$ cat config.mk
export PLATFORM = sky130hd
export DESIGN_NAME = sdram_glue_responder_flat
export DESIGN_NICKNAME = d
export VERILOG_FILES = /design/src/rtl/sdram_glue_pkg.sv /design/src/rtl/sdram_glue_responder_if.sv /design/src/rtl/sdram_rr_arbiter.sv /design/src/rtl/sdram_glue_responder.sv /design/src/flat_wrapper.sv
export SDC_FILE = /design/constraint.sdc
export NUM_CORES = 1
export LEC_CHECK = 0
export CAP_MARGIN = 25
export CORE_MARGIN = 4
export CORE_UTILIZATION = 41
export CTS_CLUSTER_SIZE = 20
export DETAILED_ROUTE_END_ITERATION = 8
export PLACE_DENSITY = 0.86
export SYNTH_ARGS = -nofsm -noshare
export SYNTH_HDL_FRONTEND = slang
export SYNTH_SLANG_ARGS = --single-unit
$ cat constraint.sdc
create_clock -name clk -period 2.2 [get_ports clk]
set_clock_uncertainty 0.2 [all_clocks]
set_input_delay 0.22 -clock clk [delete_from_list [all_inputs] [get_ports clk]]
set_output_delay 0.22 -clock clk [all_outputs]
set_load 0.02 [all_outputs]
$ cat src/rtl/sdram_glue_pkg.sv
// Shared definitions for the SDRAM read/write glue responder.
// Holds the SDRAM word address/data widths, the responder FSM state encoding
// and the base/size constants of the SDRAM regions the client engines use.
package sdram_glue_pkg;

  // Word address is Bank(2) + Row(13) + Column(9).
  localparam int ADDR_W = 24;
  localparam int DATA_W = 16;

  typedef enum logic [2:0] {
    ST_IDLE,
    ST_ISSUE,
    ST_WAIT_RSP,
    ST_DONE,
    ST_HOLDOFF
  } glue_state_e;

  // SDRAM regions shared by the drawing and shift engines.
  localparam logic [ADDR_W-1:0] LCD_GRAM_BASE = 24'd0;
  localparam int                LCD_GRAM_SIZE = 384000;
  localparam logic [ADDR_W-1:0] PHOTON_BASE   = 24'd384000;
  localparam int                PHOTON_SIZE   = 600;

endpackage

$ cat src/rtl/sdram_glue_responder_if.sv
// Bus bundle between client engines, the glue responder and the SDRAM
// controller core.
//   client side : iSDRAM_Rd_* / iSDRAM_Wr_* requests, oSDRAM_* done/data
//   controller  : oCmd_* command handshake, iRsp_* completion
//   status      : oTimeout_Err sticky timeout flag
// modport slave  - the responder's view (drives the o* signals)
// modport master - the environment's view (drives the i* signals)
interface sdram_glue_responder_if;
  import sdram_glue_pkg::*;

  logic              iSDRAM_Rd_Req;
  logic [ADDR_W-1:0] iSDRAM_Rd_Addr;
  logic [DATA_W-1:0] oSDRAM_Rd_Data;
  logic              oSDRAM_Rd_Done;
  logic              iSDRAM_Wr_Req;
  logic [ADDR_W-1:0] iSDRAM_Wr_Addr;
  logic [DATA_W-1:0] iSDRAM_Wr_Data;
  logic              oSDRAM_Wr_Done;
  logic              oCmd_Valid;
  logic              iCmd_Ready;
  logic              oCmd_We;
  logic [ADDR_W-1:0] oCmd_Addr;
  logic [DATA_W-1:0] oCmd_WData;
  logic              iRsp_Valid;
  logic [DATA_W-1:0] iRsp_RData;
  logic              oTimeout_Err;

  modport slave (
    input  iSDRAM_Rd_Req, iSDRAM_Rd_Addr, iSDRAM_Wr_Req, iSDRAM_Wr_Addr,
    input  iSDRAM_Wr_Data, iCmd_Ready, iRsp_Valid, iRsp_RData,
    output oSDRAM_Rd_Data, oSDRAM_Rd_Done, oSDRAM_Wr_Done,
    output oCmd_Valid, oCmd_We, oCmd_Addr, oCmd_WData, oTimeout_Err
  );

  modport master (
    output iSDRAM_Rd_Req, iSDRAM_Rd_Addr, iSDRAM_Wr_Req, iSDRAM_Wr_Addr,
    output iSDRAM_Wr_Data, iCmd_Ready, iRsp_Valid, iRsp_RData,
    input  oSDRAM_Rd_Data, oSDRAM_Rd_Done, oSDRAM_Wr_Done,
    input  oCmd_Valid, oCmd_We, oCmd_Addr, oCmd_WData, oTimeout_Err
  );

endinterface

$ cat src/rtl/sdram_rr_arbiter.sv
// Two-requester round-robin grant (read vs write) with a last-served pointer.
//   clk, rst         : clock, synchronous active-high reset
//   rd_req, wr_req   : request levels
//   update,served_wr : pulse update when a transaction completes; served_wr
//                      tells which side it was
//   grant_valid      : any request present
//   grant_wr         : 1 = grant write, 0 = grant read (valid with grant_valid)
module sdram_rr_arbiter (
  input  logic clk,
  input  logic rst,
  input  logic rd_req,
  input  logic wr_req,
  input  logic update,
  input  logic served_wr,
  output logic grant_valid,
  output logic grant_wr
);

  // prefer_wr_q = 1 means the next tie goes to write. Reset favours read.
  logic prefer_wr_q;
  logic prefer_wr_d;

  always_comb begin
    prefer_wr_d = prefer_wr_q;
    if (update) prefer_wr_d = ~served_wr;
  end

  always_ff @(posedge clk) begin
    if (rst) prefer_wr_q <= 1'b0;
    else     prefer_wr_q <= prefer_wr_d;
  end

  assign grant_valid = rd_req | wr_req;
  assign grant_wr    = wr_req & (~rd_req | prefer_wr_q);

endmodule

$ cat src/rtl/sdram_glue_responder.sv
// Target side of the SDRAM read/write glue handshake.
// Arbitrates one level-held read and one level-held write request, issues a
// single-word command to the SDRAM controller core, waits for its completion
// (with a timeout) and returns a one-cycle done pulse to the client.
//   clk, rst : clock, synchronous active-high reset
//   bus      : slave view of sdram_glue_responder_if (client + controller)
// Parameters: TIMEOUT = max WAIT_RSP cycles, ERR_DATA = data on timed-out read.
module sdram_glue_responder
  import sdram_glue_pkg::*;
#(
  parameter int                TIMEOUT  = 1023,
  parameter logic [DATA_W-1:0] ERR_DATA = 16'hDEAD
) (
  input  logic                  clk,
  input  logic                  rst,
  sdram_glue_responder_if.slave bus
);

  localparam int CNT_W = $clog2(TIMEOUT + 1);

  glue_state_e       state_q,     state_d;
  logic              cmd_valid_q, cmd_valid_d;
  logic              cmd_we_q,    cmd_we_d;
  logic [ADDR_W-1:0] cmd_addr_q,  cmd_addr_d;
  logic [DATA_W-1:0] cmd_wdata_q, cmd_wdata_d;
  logic [DATA_W-1:0] rd_data_q,   rd_data_d;
  logic              rd_done_q,   rd_done_d;
  logic              wr_done_q,   wr_done_d;
  logic              tmo_err_q,   tmo_err_d;
  logic [CNT_W-1:0]  cnt_q,       cnt_d;

  logic grant_valid;
  logic grant_wr;
  logic arb_update;

  sdram_rr_arbiter u_arb (
    .clk        (clk),
    .rst        (rst),
    .rd_req     (bus.iSDRAM_Rd_Req),
    .wr_req     (bus.iSDRAM_Wr_Req),
    .update     (arb_update),
    .served_wr  (cmd_we_q),
    .grant_valid(grant_valid),
    .grant_wr   (grant_wr)
  );

  always_comb begin
    state_d     = state_q;
    cmd_valid_d = cmd_valid_q;
    cmd_we_d    = cmd_we_q;
    cmd_addr_d  = cmd_addr_q;
    cmd_wdata_d = cmd_wdata_q;
    rd_data_d   = rd_data_q;
    rd_done_d   = 1'b0;
    wr_done_d   = 1'b0;
    tmo_err_d   = tmo_err_q;
    cnt_d       = cnt_q;
    arb_update  = 1'b0;

    case (state_q)
      ST_IDLE: begin
        // Client address/data are captured here only; later changes are ignored.
        if (grant_valid) begin
          cmd_valid_d = 1'b1;
          cmd_we_d    = grant_wr;
          cmd_addr_d  = grant_wr ? bus.iSDRAM_Wr_Addr : bus.iSDRAM_Rd_Addr;
          cmd_wdata_d = grant_wr ? bus.iSDRAM_Wr_Data : '0;
          state_d     = ST_ISSUE;
        end
      end
      ST_ISSUE: begin
        // No timeout here: a stalled controller is waited on indefinitely.
        if (bus.iCmd_Ready) begin
          cmd_valid_d = 1'b0;
          cnt_d       = '0;
          state_d     = ST_WAIT_RSP;
        end
      end
      ST_WAIT_RSP: begin
        // Done pulses are raised on the edge into DONE so they line up with it.
        if (bus.iRsp_Valid) begin
          if (!cmd_we_q) rd_data_d = bus.iRsp_RData;
          rd_done_d = ~cmd_we_q;
          wr_done_d = cmd_we_q;
          state_d   = ST_DONE;
        end else if (cnt_q == CNT_W'(TIMEOUT - 1)) begin
          cnt_d     = CNT_W'(TIMEOUT);
          tmo_err_d = 1'b1;
          if (!cmd_we_q) rd_data_d = ERR_DATA;
          rd_done_d = ~cmd_we_q;
          wr_done_d = cmd_we_q;
          state_d   = ST_DONE;
        end else begin
          cnt_d = cnt_q + CNT_W'(1);
        end
      end
      ST_DONE: begin
        arb_update = 1'b1;
        state_d    = ST_HOLDOFF;
      end
      ST_HOLDOFF: begin
        // One dead cycle so a client still holding req after done is not re-granted.
        state_d = ST_IDLE;
      end
      default: state_d = ST_IDLE;
    endcase
  end

  always_ff @(posedge clk) begin
    if (rst) begin
      state_q     <= ST_IDLE;
      cmd_valid_q <= 1'b0;
      cmd_we_q    <= 1'b0;
      cmd_addr_q  <= '0;
      cmd_wdata_q <= '0;
      rd_data_q   <= '0;
      rd_done_q   <= 1'b0;
      wr_done_q   <= 1'b0;
      tmo_err_q   <= 1'b0;
      cnt_q       <= '0;
    end else begin
      state_q     <= state_d;
      cmd_valid_q <= cmd_valid_d;
      cmd_we_q    <= cmd_we_d;
      cmd_addr_q  <= cmd_addr_d;
      cmd_wdata_q <= cmd_wdata_d;
      rd_data_q   <= rd_data_d;
      rd_done_q   <= rd_done_d;
      wr_done_q   <= wr_done_d;
      tmo_err_q   <= tmo_err_d;
      cnt_q       <= cnt_d;
    end
  end

  assign bus.oCmd_Valid     = cmd_valid_q;
  assign bus.oCmd_We        = cmd_we_q;
  assign bus.oCmd_Addr      = cmd_addr_q;
  assign bus.oCmd_WData     = cmd_wdata_q;
  assign bus.oSDRAM_Rd_Data = rd_data_q;
  assign bus.oSDRAM_Rd_Done = rd_done_q;
  assign bus.oSDRAM_Wr_Done = wr_done_q;
  assign bus.oTimeout_Err   = tmo_err_q;

endmodule

$ cat src/flat_wrapper.sv
// flat-port wrapper written by rule: the top's interface ports become plain ports
module sdram_glue_responder_flat import sdram_glue_pkg::*;
#(
  parameter int                TIMEOUT  = 1023,
  parameter logic [DATA_W-1:0] ERR_DATA = 16'hDEAD
)
  (clk, rst, bus_iSDRAM_Rd_Req, bus_iSDRAM_Rd_Addr, bus_iSDRAM_Wr_Req, bus_iSDRAM_Wr_Addr, bus_iSDRAM_Wr_Data, bus_iCmd_Ready, bus_iRsp_Valid, bus_iRsp_RData, bus_oSDRAM_Rd_Data, bus_oSDRAM_Rd_Done, bus_oSDRAM_Wr_Done, bus_oCmd_Valid, bus_oCmd_We, bus_oCmd_Addr, bus_oCmd_WData, bus_oTimeout_Err);
  sdram_glue_responder_if bus_i ();
  input  logic clk;
  input  logic rst;
  input wire logic [$bits(bus_i.iSDRAM_Rd_Req)-1:0] bus_iSDRAM_Rd_Req;
  input wire logic [$bits(bus_i.iSDRAM_Rd_Addr)-1:0] bus_iSDRAM_Rd_Addr;
  input wire logic [$bits(bus_i.iSDRAM_Wr_Req)-1:0] bus_iSDRAM_Wr_Req;
  input wire logic [$bits(bus_i.iSDRAM_Wr_Addr)-1:0] bus_iSDRAM_Wr_Addr;
  input wire logic [$bits(bus_i.iSDRAM_Wr_Data)-1:0] bus_iSDRAM_Wr_Data;
  input wire logic [$bits(bus_i.iCmd_Ready)-1:0] bus_iCmd_Ready;
  input wire logic [$bits(bus_i.iRsp_Valid)-1:0] bus_iRsp_Valid;
  input wire logic [$bits(bus_i.iRsp_RData)-1:0] bus_iRsp_RData;
  output wire logic [$bits(bus_i.oSDRAM_Rd_Data)-1:0] bus_oSDRAM_Rd_Data;
  output wire logic [$bits(bus_i.oSDRAM_Rd_Done)-1:0] bus_oSDRAM_Rd_Done;
  output wire logic [$bits(bus_i.oSDRAM_Wr_Done)-1:0] bus_oSDRAM_Wr_Done;
  output wire logic [$bits(bus_i.oCmd_Valid)-1:0] bus_oCmd_Valid;
  output wire logic [$bits(bus_i.oCmd_We)-1:0] bus_oCmd_We;
  output wire logic [$bits(bus_i.oCmd_Addr)-1:0] bus_oCmd_Addr;
  output wire logic [$bits(bus_i.oCmd_WData)-1:0] bus_oCmd_WData;
  output wire logic [$bits(bus_i.oTimeout_Err)-1:0] bus_oTimeout_Err;
  assign bus_i.iSDRAM_Rd_Req = bus_iSDRAM_Rd_Req;
  assign bus_i.iSDRAM_Rd_Addr = bus_iSDRAM_Rd_Addr;
  assign bus_i.iSDRAM_Wr_Req = bus_iSDRAM_Wr_Req;
  assign bus_i.iSDRAM_Wr_Addr = bus_iSDRAM_Wr_Addr;
  assign bus_i.iSDRAM_Wr_Data = bus_iSDRAM_Wr_Data;
  assign bus_i.iCmd_Ready = bus_iCmd_Ready;
  assign bus_i.iRsp_Valid = bus_iRsp_Valid;
  assign bus_i.iRsp_RData = bus_iRsp_RData;
  assign bus_oSDRAM_Rd_Data = bus_i.oSDRAM_Rd_Data;
  assign bus_oSDRAM_Rd_Done = bus_i.oSDRAM_Rd_Done;
  assign bus_oSDRAM_Wr_Done = bus_i.oSDRAM_Wr_Done;
  assign bus_oCmd_Valid = bus_i.oCmd_Valid;
  assign bus_oCmd_We = bus_i.oCmd_We;
  assign bus_oCmd_Addr = bus_i.oCmd_Addr;
  assign bus_oCmd_WData = bus_i.oCmd_WData;
  assign bus_oTimeout_Err = bus_i.oTimeout_Err;
  sdram_glue_responder #(.TIMEOUT(TIMEOUT), .ERR_DATA(ERR_DATA)) u_core (.clk(clk), .rst(rst), .bus(bus_i));
endmodule
# --- After elaboration in Yosys (flattened, before gate mapping) ---
# Index checks and enable logic that the tools add are counted.
word_totals:
  register_bits: 75
  elab_cells: 61
op_classes:
  n_reduce_logical: 11
  n_bitwise: 7
  eq_ne: 8
  n_addsub: 1
  mux: 23
op_table:
  columns: ["cell", "n"]
  rows:
  - ["two-way mux 16 bit", 5]
  - ["two-way mux 10 bit", 3]
  - ["two-way mux 24 bit", 1]
  - ["case mux 10 bit (2 select lines)", 1]
  - ["AND reduction 3 bit", 5]
  - ["two-way mux 3 bit", 4]
  - ["case mux 3 bit (4 select lines)", 1]
  - ["adder 10 x 1 -> 10 bit, second input constant", 1]
  - ["== test 10 bit, second input constant", 1]
  - ["two-way mux 1 bit", 7]
  - ["== test 3 x 2 -> 1 bit, second input constant", 2]
  - ["nonzero test 2 bit", 3]
  - ["!= test 2 bit, second input constant", 2]
  - ["inverter 1 bit", 4]
  - ["== test 3 x 1 -> 1 bit, second input constant", 1]
  - ["logical NOT 3 bit", 1]
  - ["!= test 3 x 2 -> 1 bit, second input constant", 1]
  - ["!= test 2 x 1 -> 1 bit, second input constant", 1]
  - ["bitwise OR 1 bit", 2]
  - ["case mux 1 bit (2 select lines)", 1]
  - ["AND reduction 2 bit", 1]
  - ["OR reduction 2 bit", 1]
  - ["AND 1 bit", 1]

# --- Logic depth before layout (Yosys ltp) ---
# Gate-level depths: netlist (run 1).
depth:
  word_depth: 4
  depth_mapped: 7
  mapped_depth_nobuf: 6

# --- Hierarchy ---
# A second synthesis (run 1) with hierarchy kept.
unflattened:
  cells_unflattened: 369
  area_unflattened_um2: 3288.2
modules_own_cells:
  columns: ["mod", "instances", "area_per_inst_um2", "cells_per_inst", "seq_area_each_um2"]
  rows:
  - ["sdram_glue_responder", 1, 3234.4, 363, 1481.4]
  - ["sdram_rr_arbiter", 1, 53.8, 6, 20.0]

# --- Worst setup path after synthesis (run 1) ---
# Ideal clock, no wire load.
synth_path:
  path_kind: "register -> register"
  start: "register u_core.state_q[2]"
  end: "register u_core.cnt_q[9]"
  slack_ps: 459
  required_time_ps: 1926
  stages_incl_launch_ff: 5
  setup_time_ps: 74
  period_less_slack_ps: 1741
  arrival_time_ps: 1467
  path_cell_list: "dfxtp_1 buf_6 or4b_4 or4_1 a31oi_1"
synth_via:
  elab_chain_len: 3
  word_cells_on_any_way: 7
  classes_between: "eq/ne: 4; mux: 1; reduce/logical: 2"
synth_rtl:
  columns: ["item", "line_no", "text"]
  rows:
  - ["start, declared", "sdram_glue_responder.sv:21", "glue_state_e state_q, state_d;"]
  - ["start signal, assigned", "sdram_glue_responder.sv:122", "state_q <= state_d;"]
  - ["== test 3 x 2 -> 1 bit or == test 3 x 1 -> 1 bit (tied branches)", "sdram_glue_responder.sv:60", "case (state_q)"]
  - ["!= test 2 bit (no source line) or nonzero test 2 bit (tied branches)", null, null]
  - ["AND reduction 3 bit (no source line)", null, null]
  - ["end signal, assigned", "sdram_glue_responder.sv:131", "cnt_q <= cnt_d;"]
  - ["end, declared", "sdram_glue_responder.sv:30", "logic [CNT_W-1:0] cnt_q, cnt_d;"]
# Several ways; a longest one is shown, not always the timed one.
# A chain may end at the register's enable or synchronous reset.

# --- Worst setup path after layout (run 1) ---
layout_path:
  start: "register u_core.state_q[1]"
  end: "register u_core.rd_data_q[15] (netlist: u_core.bus.oSDRAM_Rd_Data[15])"
layout_via:
  elab_chain_len: 2
layout_rtl:
  columns: ["item", "line_no", "text"]
  rows:
  - ["== test 3 x 2 -> 1 bit", "sdram_glue_responder.sv:60", null]
  - ["AND reduction 3 bit (no source line)", null, null]
  - ["end signal, assigned", "sdram_glue_responder.sv:127", "rd_data_q <= rd_data_d;"]
  - ["end, declared", "sdram_glue_responder.sv:26", "logic [DATA_W-1:0] rd_data_q, rd_data_d;"]
# Every way passes these cells.

==> results of run 1 <==
[worst min-delay path, delay by kind of cell]
family                 cells  cell delay, ns
AO/OA/AOI/OAI              1            0.06
buffers and inverters      2            0.30
[Yosys cell counts]
master,n,area [sq um]
nand2b_1,3,18.77
nand2_1,9,33.78
nand3_1,3,15.01
a311oi_1,1,8.760
o31a_1,1,8.760
clkbuf_1,10,37.54
nor4b_2,1,15.01
nor4b_1,2,17.52
nor4_1,1,6.260
nor2b_1,2,12.51
ha_1,2,25.02
o211ai_1,1,7.510
or4_1,1,7.510
a22oi_1,1,7.510
nor3_1,6,30.03
buf_2,9,45.04
o21a_1,3,22.52
nor2_1,47,176.4
a211oi_1,36,270.3
dfxtp_1,75,1501
mux2i_1,24,240.2
nand4_1,4,25.02
inv_1,17,63.81
a22o_1,16,140.1
a21o_1,1,7.510
or4b_4,1,13.76
or3_1,2,12.51
buf_6,1,11.26
o21ba_2,1,10.01
a21oi_1,17,85.08
o21ai_2,1,8.760
a31oi_1,2,12.51
and2_1,3,18.77
and3_1,1,6.260
o32ai_1,1,8.760
o21ai_1,1,5.000
nand3b_1,1,7.510
buf_4,3,22.52
nor4_2,1,12.51
o21ai_0,19,95.09
nor4b_4,1,23.77
[cell usage in the layout (no fill, tap or decap), drive strengths merged, types with 9 or more instances in the layout]
cell,Yosys,layout
a211oi,36,36
a21oi,17,17
a22o,16,16
buf,13,13
clkbuf,10,10
clkdlybuf4s50,0,145
dfxtp,75,75
inv,17,19
mux2i,24,24
nand2,9,9
nor2,47,47
o21ai,21,21
[stage by stage]
stage	area [sq um]	hold WS, ns	cells	power, mW
after floorplan	3098	0.1457	332	1.890
after global placement	4666	0.2394	565	2.272
after detailed placement	4666	0.2453	565	2.294
after CTS	4842	0.06722	581	3.229
after global routing	4856	0.08441	582	3.360
final	4856	0.08678	582	3.208
[repair_timing]
action,in CTS,in global routing
resized for setup,0,1
setup buffers,0,0
hold buffers,0,0
endpoints found under the setup margin,0,6
[logic make-up after synthesis]
kind of cell / Yosys count / share of synthesized area (%)
simple gates: 89 / 14.62
compound gates: 102 / 22.54
flops: 75 / 48.47
mux: 24 / 7.754
fa+ha+maj: 2 / 0.8076
buf+inv: 40 / 5.816
[flip-flops by register name, summed over array words and instances (netlist names), 3 cells and up]
register                   cells
u_core.state_q                 3
u_core.cnt_q                  10
u_core.bus.oSDRAM_Rd_Data     16
u_core.bus.oCmd_Addr          24
u_core.bus.oCmd_WData         16
[final cells by class]
cell class                      count  area [sq um]  share of cell area (%)
Clock buffer                       10         127.6                   2.628
Clock inverter                      6         48.80                   1.005
Inverter                           17         63.81                   1.314
Multi-Input combinational cell    217          1431                   29.48
Sequential cell                    75          1501                   30.92
Tap cell                           99         123.9                   2.551
Timing Repair Buffer              158          1559                   32.11
[power groups by stage]
stage	sequential, mW	clock (mW)	combinational [mW]
3_5_place_dp	1.54	0	0.754
3_3_place_gp	1.54	0	0.736
5_1_grt	1.52	1.03	0.808
2_1_floorplan	1.64	0	0.255
4_1_cts	1.51	0.962	0.757
6_report	1.51	0.944	0.753
[per-layer routing]
metal	GRT usage, %	part of all wire [%]
met1	23.58	39
met2	37.40	53
met3	5.896	6.2
met4	7.212	2.0
met5	0	0
[worst min-delay path by stage]
stage | endpoint | slack, ns
floorplan | u_core.bus.oCmd_WData[0]$_SDFFE_PP0P_ | 0.15
global placement | u_core.bus.oSDRAM_Rd_Data[10]$_SDFFE_PP0P_ | 0.24
detailed placement | u_core.bus.oSDRAM_Rd_Data[11]$_SDFFE_PP0P_ | 0.25
CTS | u_core.bus.oSDRAM_Rd_Data[12]$_SDFFE_PP0P_ | 0.07
global route | u_core.bus.oSDRAM_Rd_Data[14]$_SDFFE_PP0P_ | 0.08
finish | u_core.bus.oSDRAM_Rd_Data[7]$_SDFFE_PP0P_ | 0.09
==> out/metrics.cfg, run 1 <==
[die]
chipWidth_um=94.93
die_area_sq_mm=0.009011
io-pin-count=147
placementRows=31
initial_core_util_pct=42.48
fp.dieH_um=94.93
core_region_area_sq_mm=0.007292

[place]
dp_hpwl_mm=7.025
numPortBuffers=146
place_ws_ns=-0.07194
gp_congestion=0.7928

[power]
ir_worst_vdd_mv=0.5530
netSwitchingFraction_pct=29.30
pwr-share-comb_pct=23.5
p_seq_share_pct=47.1
p_clk_share_pct=29.4
power.density_mw_per_mm2=660.6
internal_power_mw=2.268
total_leakage_power_nw=1.865
switchingPower_mw=0.9399

[critical_path]
crit_slowest_cell=dfxtp_1
required_ns=2.20
end_kind=flop
r2r-start=u_core.state_q[1]$_SDFFE_PP0P_
cp_num_buf_inv=0
critPathLaunch=u_core.state_q[1]$_SDFFE_PP0P_
r2r-end=u_core.bus.oSDRAM_Rd_Data[15]$_SDFFE_PP0P_
critical-path-top-delay-family=simple AND/OR/NAND/NOR gates
crit_chain=nor4b_1, nand2_1, nor2_1, a211oi_1
endpoint=u_core.bus.oSDRAM_Rd_Data[15]$_SDFFE_PP0P_
crit_path_start_kind=flop
crit_cells=4
cpPeakStageDelay_ns=0.55
worstSetupPathType=flop to flop
cp_max_fo=11
reg2reg_depth=4
rrSetupSlack_ns=0.20
arrival_ns=2.01

[global_routing]
antenna_found_initial=0
grt_overflow_total=0
grt_use_total_pct=20.87
grt_pass1_wl_mm=14.59
grt_max_degree=50
grt_pass1_vias=2951

[final_layout]
diodes=0
syn2layout_area_growth_pct=56.74
drive_gt1_share_pct=7.246
final_nets=566
post-route-util_pct=66.59
n_fill_cell=606

[route]
routed_via_density=5.210
routed_wl_mm=9.215
ant_nets=0
drtPass1Iterations=4
vias=3032
drt-initial-drc-count=148
routedWlPerCell_um=15.83
drc=0

[clocking]
clockBufferDepth=2
htree_levels=3
cts_root_buf=clkbuf_8
cts_tree=done
clkSlewWorstSetupHoldPaths_ns=0.09
worstSkewPairLatency_ns=0.34
cts-buffers-inserted=9
cts_num_sinks=75

[sta]
tightest_slew_ns=0.4851
finalWorstSetupSlack_ns=0.1964
hold_viol=0
finalSetupTns_ns=0
fmax_mhz=499.1
finalSetupViolCount=0
slew_headroom_pct=67.20
drv_slew=0
rsz0062_at_grt=no
fin_crit_sh_pct=91.07
fin_crit_ns=2.004

[yosys]
synth_seq_cells=75
syn_nets=420
synth_cells=332
ys.warnings.count=0
ys_types=41
syn-cell-area_sq_mm=0.003098
avgSynthCellArea_sq_um=9.331
synth.yosys.seq_area_share_pct=48.47

[status]
outcome=finished, final reports clean

[worst_hold_path]
hold_start=rst
hold_depth=3
hp-class=primary input to flop

[run]
max_cap_violations=0

Note: power is estimated with default switching activity, not from simulation.
==> run 2: changes to the inputs <==
CORE_ASPECT_RATIO = 1.5   (was default)
==> run 2 against run 1 <==
Total power increased by 5.7%. Wire length fell by 2.1%. Critical path depth is 3 higher. Non-clock buffer count rose by 2. Sequential cell count unchanged. Worst setup slack got worse by 0.044 ns. Clock-buffer cell count rose by 2. Critical endpoint is now u_core.cnt_q[5]$_SDFFE_PP0P_. Cell count grew 0.52%. Final area increased by 0.88%. Combinational power rose by 0.9%. Core utilization grew 0.75 points. First-iteration DRC count rose by 48%.
==> out/metrics.cfg, run 2 (synthesis results as in run 1) <==
[status]
outcome=finished, final reports clean

[critical_path]
endpoint=u_core.cnt_q[5]$_SDFFE_PP0P_
rrSetupSlack_ns=0.15  ; -0.04 ns
cp_max_fo=6  ; -5
worstSetupPathType=flop to flop
crit_path_start_kind=flop
arrival_ns=2.09  ; +0.08 ns
reg2reg_depth=7  ; +3
required_ns=2.24  ; +0.04 ns
r2r-start=u_core.cnt_q[0]$_SDFFE_PP0P_
end_kind=flop
r2r-end=u_core.cnt_q[5]$_SDFFE_PP0P_
critPathLaunch=u_core.cnt_q[0]$_SDFFE_PP0P_

[place]
place_ws_ns=-0.07091  ; +0.001039 ns
numPortBuffers=146  ; unchanged
dp_hpwl_mm=6.779  ; -3.5%
gp_congestion=0.7975  ; +0.59%

[sta]
finalWorstSetupSlack_ns=0.1526  ; -0.04378 ns
hold_viol=0  ; unchanged
fmax_mhz=488.4  ; -2.1%
drv_slew=0  ; unchanged
rsz0062_at_grt=no
finalSetupViolCount=0  ; unchanged
fin_crit_sh_pct=93.06  ; +2.0 points
slew_headroom_pct=69.27  ; +2.1 points
fin_crit_ns=2.047  ; +0.04378 ns
tightest_slew_ns=0.4574  ; -0.02767 ns

[global_routing]
use_met1_pct=20.73  ; -2.8 points
grt_overflow_total=0  ; unchanged
grt_pass1_vias=3142  ; +6.5%
antenna_found_initial=0  ; unchanged
grt_max_degree=50  ; unchanged
grt_use_met3_pct=6.693  ; +0.80 points
grt_pass1_wl_mm=14.33  ; -1.8%
met2_usage_pct=36.67  ; -0.73 points
grt_use_total_pct=20.03  ; -0.84 points
top_usage_layer=met2

[final_layout]
diodes=0  ; unchanged
largest_register_ffs=24  ; unchanged
mostFrequentLayoutCell=clkdlybuf4s50_1
n_fill_cell=584  ; -3.6%
drive_gt1_share_pct=7.010  ; -0.24 points
syn2layout_area_growth_pct=58.12
final_nets=568  ; +0.35%
layout_common_cells=clkdlybuf4s50_1 (145), dfxtp_1 (75), nor2_1 (47), a211oi_1 (36), mux2i_1 (24)

[route]
drtPass1Iterations=4  ; unchanged
ant_nets=0  ; unchanged
routedWlPerCell_um=15.42  ; -2.6%
routed_via_density=5.212  ; about the same
vias=3049  ; +0.56%
routed_wl_mm=9.018  ; -2.1%
drc=0  ; unchanged
drt-initial-drc-count=219  ; +48%

[clocking]
cts_root_buf=clkbuf_8
worstSkewPairLatency_ns=0.33  ; about the same
holdBufCountCts=0  ; unchanged
cts-resized-gates=0  ; unchanged
cts_tree=done
clockBufferDepth=2  ; unchanged
htree_levels=3  ; unchanged
clkSlewWorstSetupHoldPaths_ns=0.08  ; about the same
cts_num_sinks=75  ; unchanged
cts-buffers-inserted=9  ; unchanged
post_cts_buffers=0  ; unchanged

[die]
chipWidth_um=78.98  ; -17%
fp.dieH_um=114.5  ; +21%
io-pin-count=147  ; unchanged
initial_core_util_pct=42.59  ; +0.10 points
placementRows=38  ; +23%
die_area_sq_mm=0.009039  ; +0.32%
core_region_area_sq_mm=0.007274  ; -0.24%

[worst_hold_path]
hp-class=primary input to flop

[power]
power.density_mw_per_mm2=692.4  ; +4.8%
power_mw=3.392  ; +5.7%
total_leakage_power_nw=1.895  ; +1.6%
ir_worst_vdd_mv=0.4265  ; -23%

[run]
max_cap_violations=0  ; unchanged

[run 2: cell types whose count changed in the layout (fill, tap and decap cells not counted), sizes merged]
| cell | change |
|---|---|
| clkinv | -1 |
| inv | -1 |
| clkinvlp | -2 |
| clkbuf | +2 |
| buf | +2 |
| bufinv | +2 |
[run 2: per-stage QoR]
stage / cells / setup TNS (ns) / utilization, % / area (sq um) / hold slack, ns
4_1_cts: 584 / 0 / 67.23 / 4891 / 0.1789
5_1_grt: 585 / 0 / 67.34 / 4898 / 0.04399
2_1_floorplan: 332 / 0 / - / 3098 / 0.1457
3_3_place_gp: 568 / 0 / 64.36 / 4682 / 0.2391
3_5_place_dp: 568 / -0.6740 / 64.36 / 4682 / 0.2438
6_report: 585 / 0 / 67.34 / 4898 / 0.05132
[run 2: final cells by class]
| cell class | instances | area (sq um) | share of cell area [%] |
|---|---|---|---|
| Clock buffer | 12 | 135.1 | 2.759 |
| Clock inverter | 4 | 73.82 | 1.507 |
| Inverter | 17 | 63.81 | 1.303 |
| Multi-Input combinational cell | 217 | 1425 | 29.09 |
| Sequential cell | 75 | 1501 | 30.65 |
| Tap cell | 100 | 125.1 | 2.554 |
| Timing Repair Buffer | 160 | 1574 | 32.13 |
[run 2: how the worst min path moves through the flow]
stage	start	to	slack [ns]	depth (start not counted)
5_1_grt	rst	u_core.bus.oCmd_We$_SDFFE_PP0P_	0.04	3
4_1_cts	rst	u_core.bus.oSDRAM_Rd_Data[13]$_SDFFE_PP0P_	0.18	3
3_5_place_dp	u_core.bus.oSDRAM_Rd_Data[7]$_SDFFE_PP0P_	u_core.bus.oSDRAM_Rd_Data[7]$_SDFFE_PP0P_	0.24	2
6_report	rst	u_core.bus.oCmd_We$_SDFFE_PP0P_	0.05	3
3_3_place_gp	u_core.bus.oSDRAM_Rd_Data[0]$_SDFFE_PP0P_	u_core.bus.oSDRAM_Rd_Data[0]$_SDFFE_PP0P_	0.24	2
2_1_floorplan	bus_iSDRAM_Wr_Data[0]	u_core.bus.oCmd_WData[0]$_SDFFE_PP0P_	0.15	1
[run 2: where the power goes]
group / switching (mW) / internal [mW]
Combinational: 0.363 / 0.397
Sequential: 0.0589 / 1.45
Clock: 0.479 / 0.643
Total: 0.900 / 2.49
[run 2: per-layer routing]
layer	part of all wire (%)	vias to the layer above	routed length, um
met4	2.7	0	245
met2	53	120	4770
met1	37	1416	3318
li1	-	1493	-
met3	7.6	20	683
met5	0	-	0
[run 2: critical path, cell delays in order (launching register included)]
cell     delay (ns)
dfxtp_1        0.35
inv_1          0.08
ha_1           0.15
nand4_1        0.13
nor3_1         0.39
buf_4          0.22
o21ba_2        0.15
o32ai_1        0.27
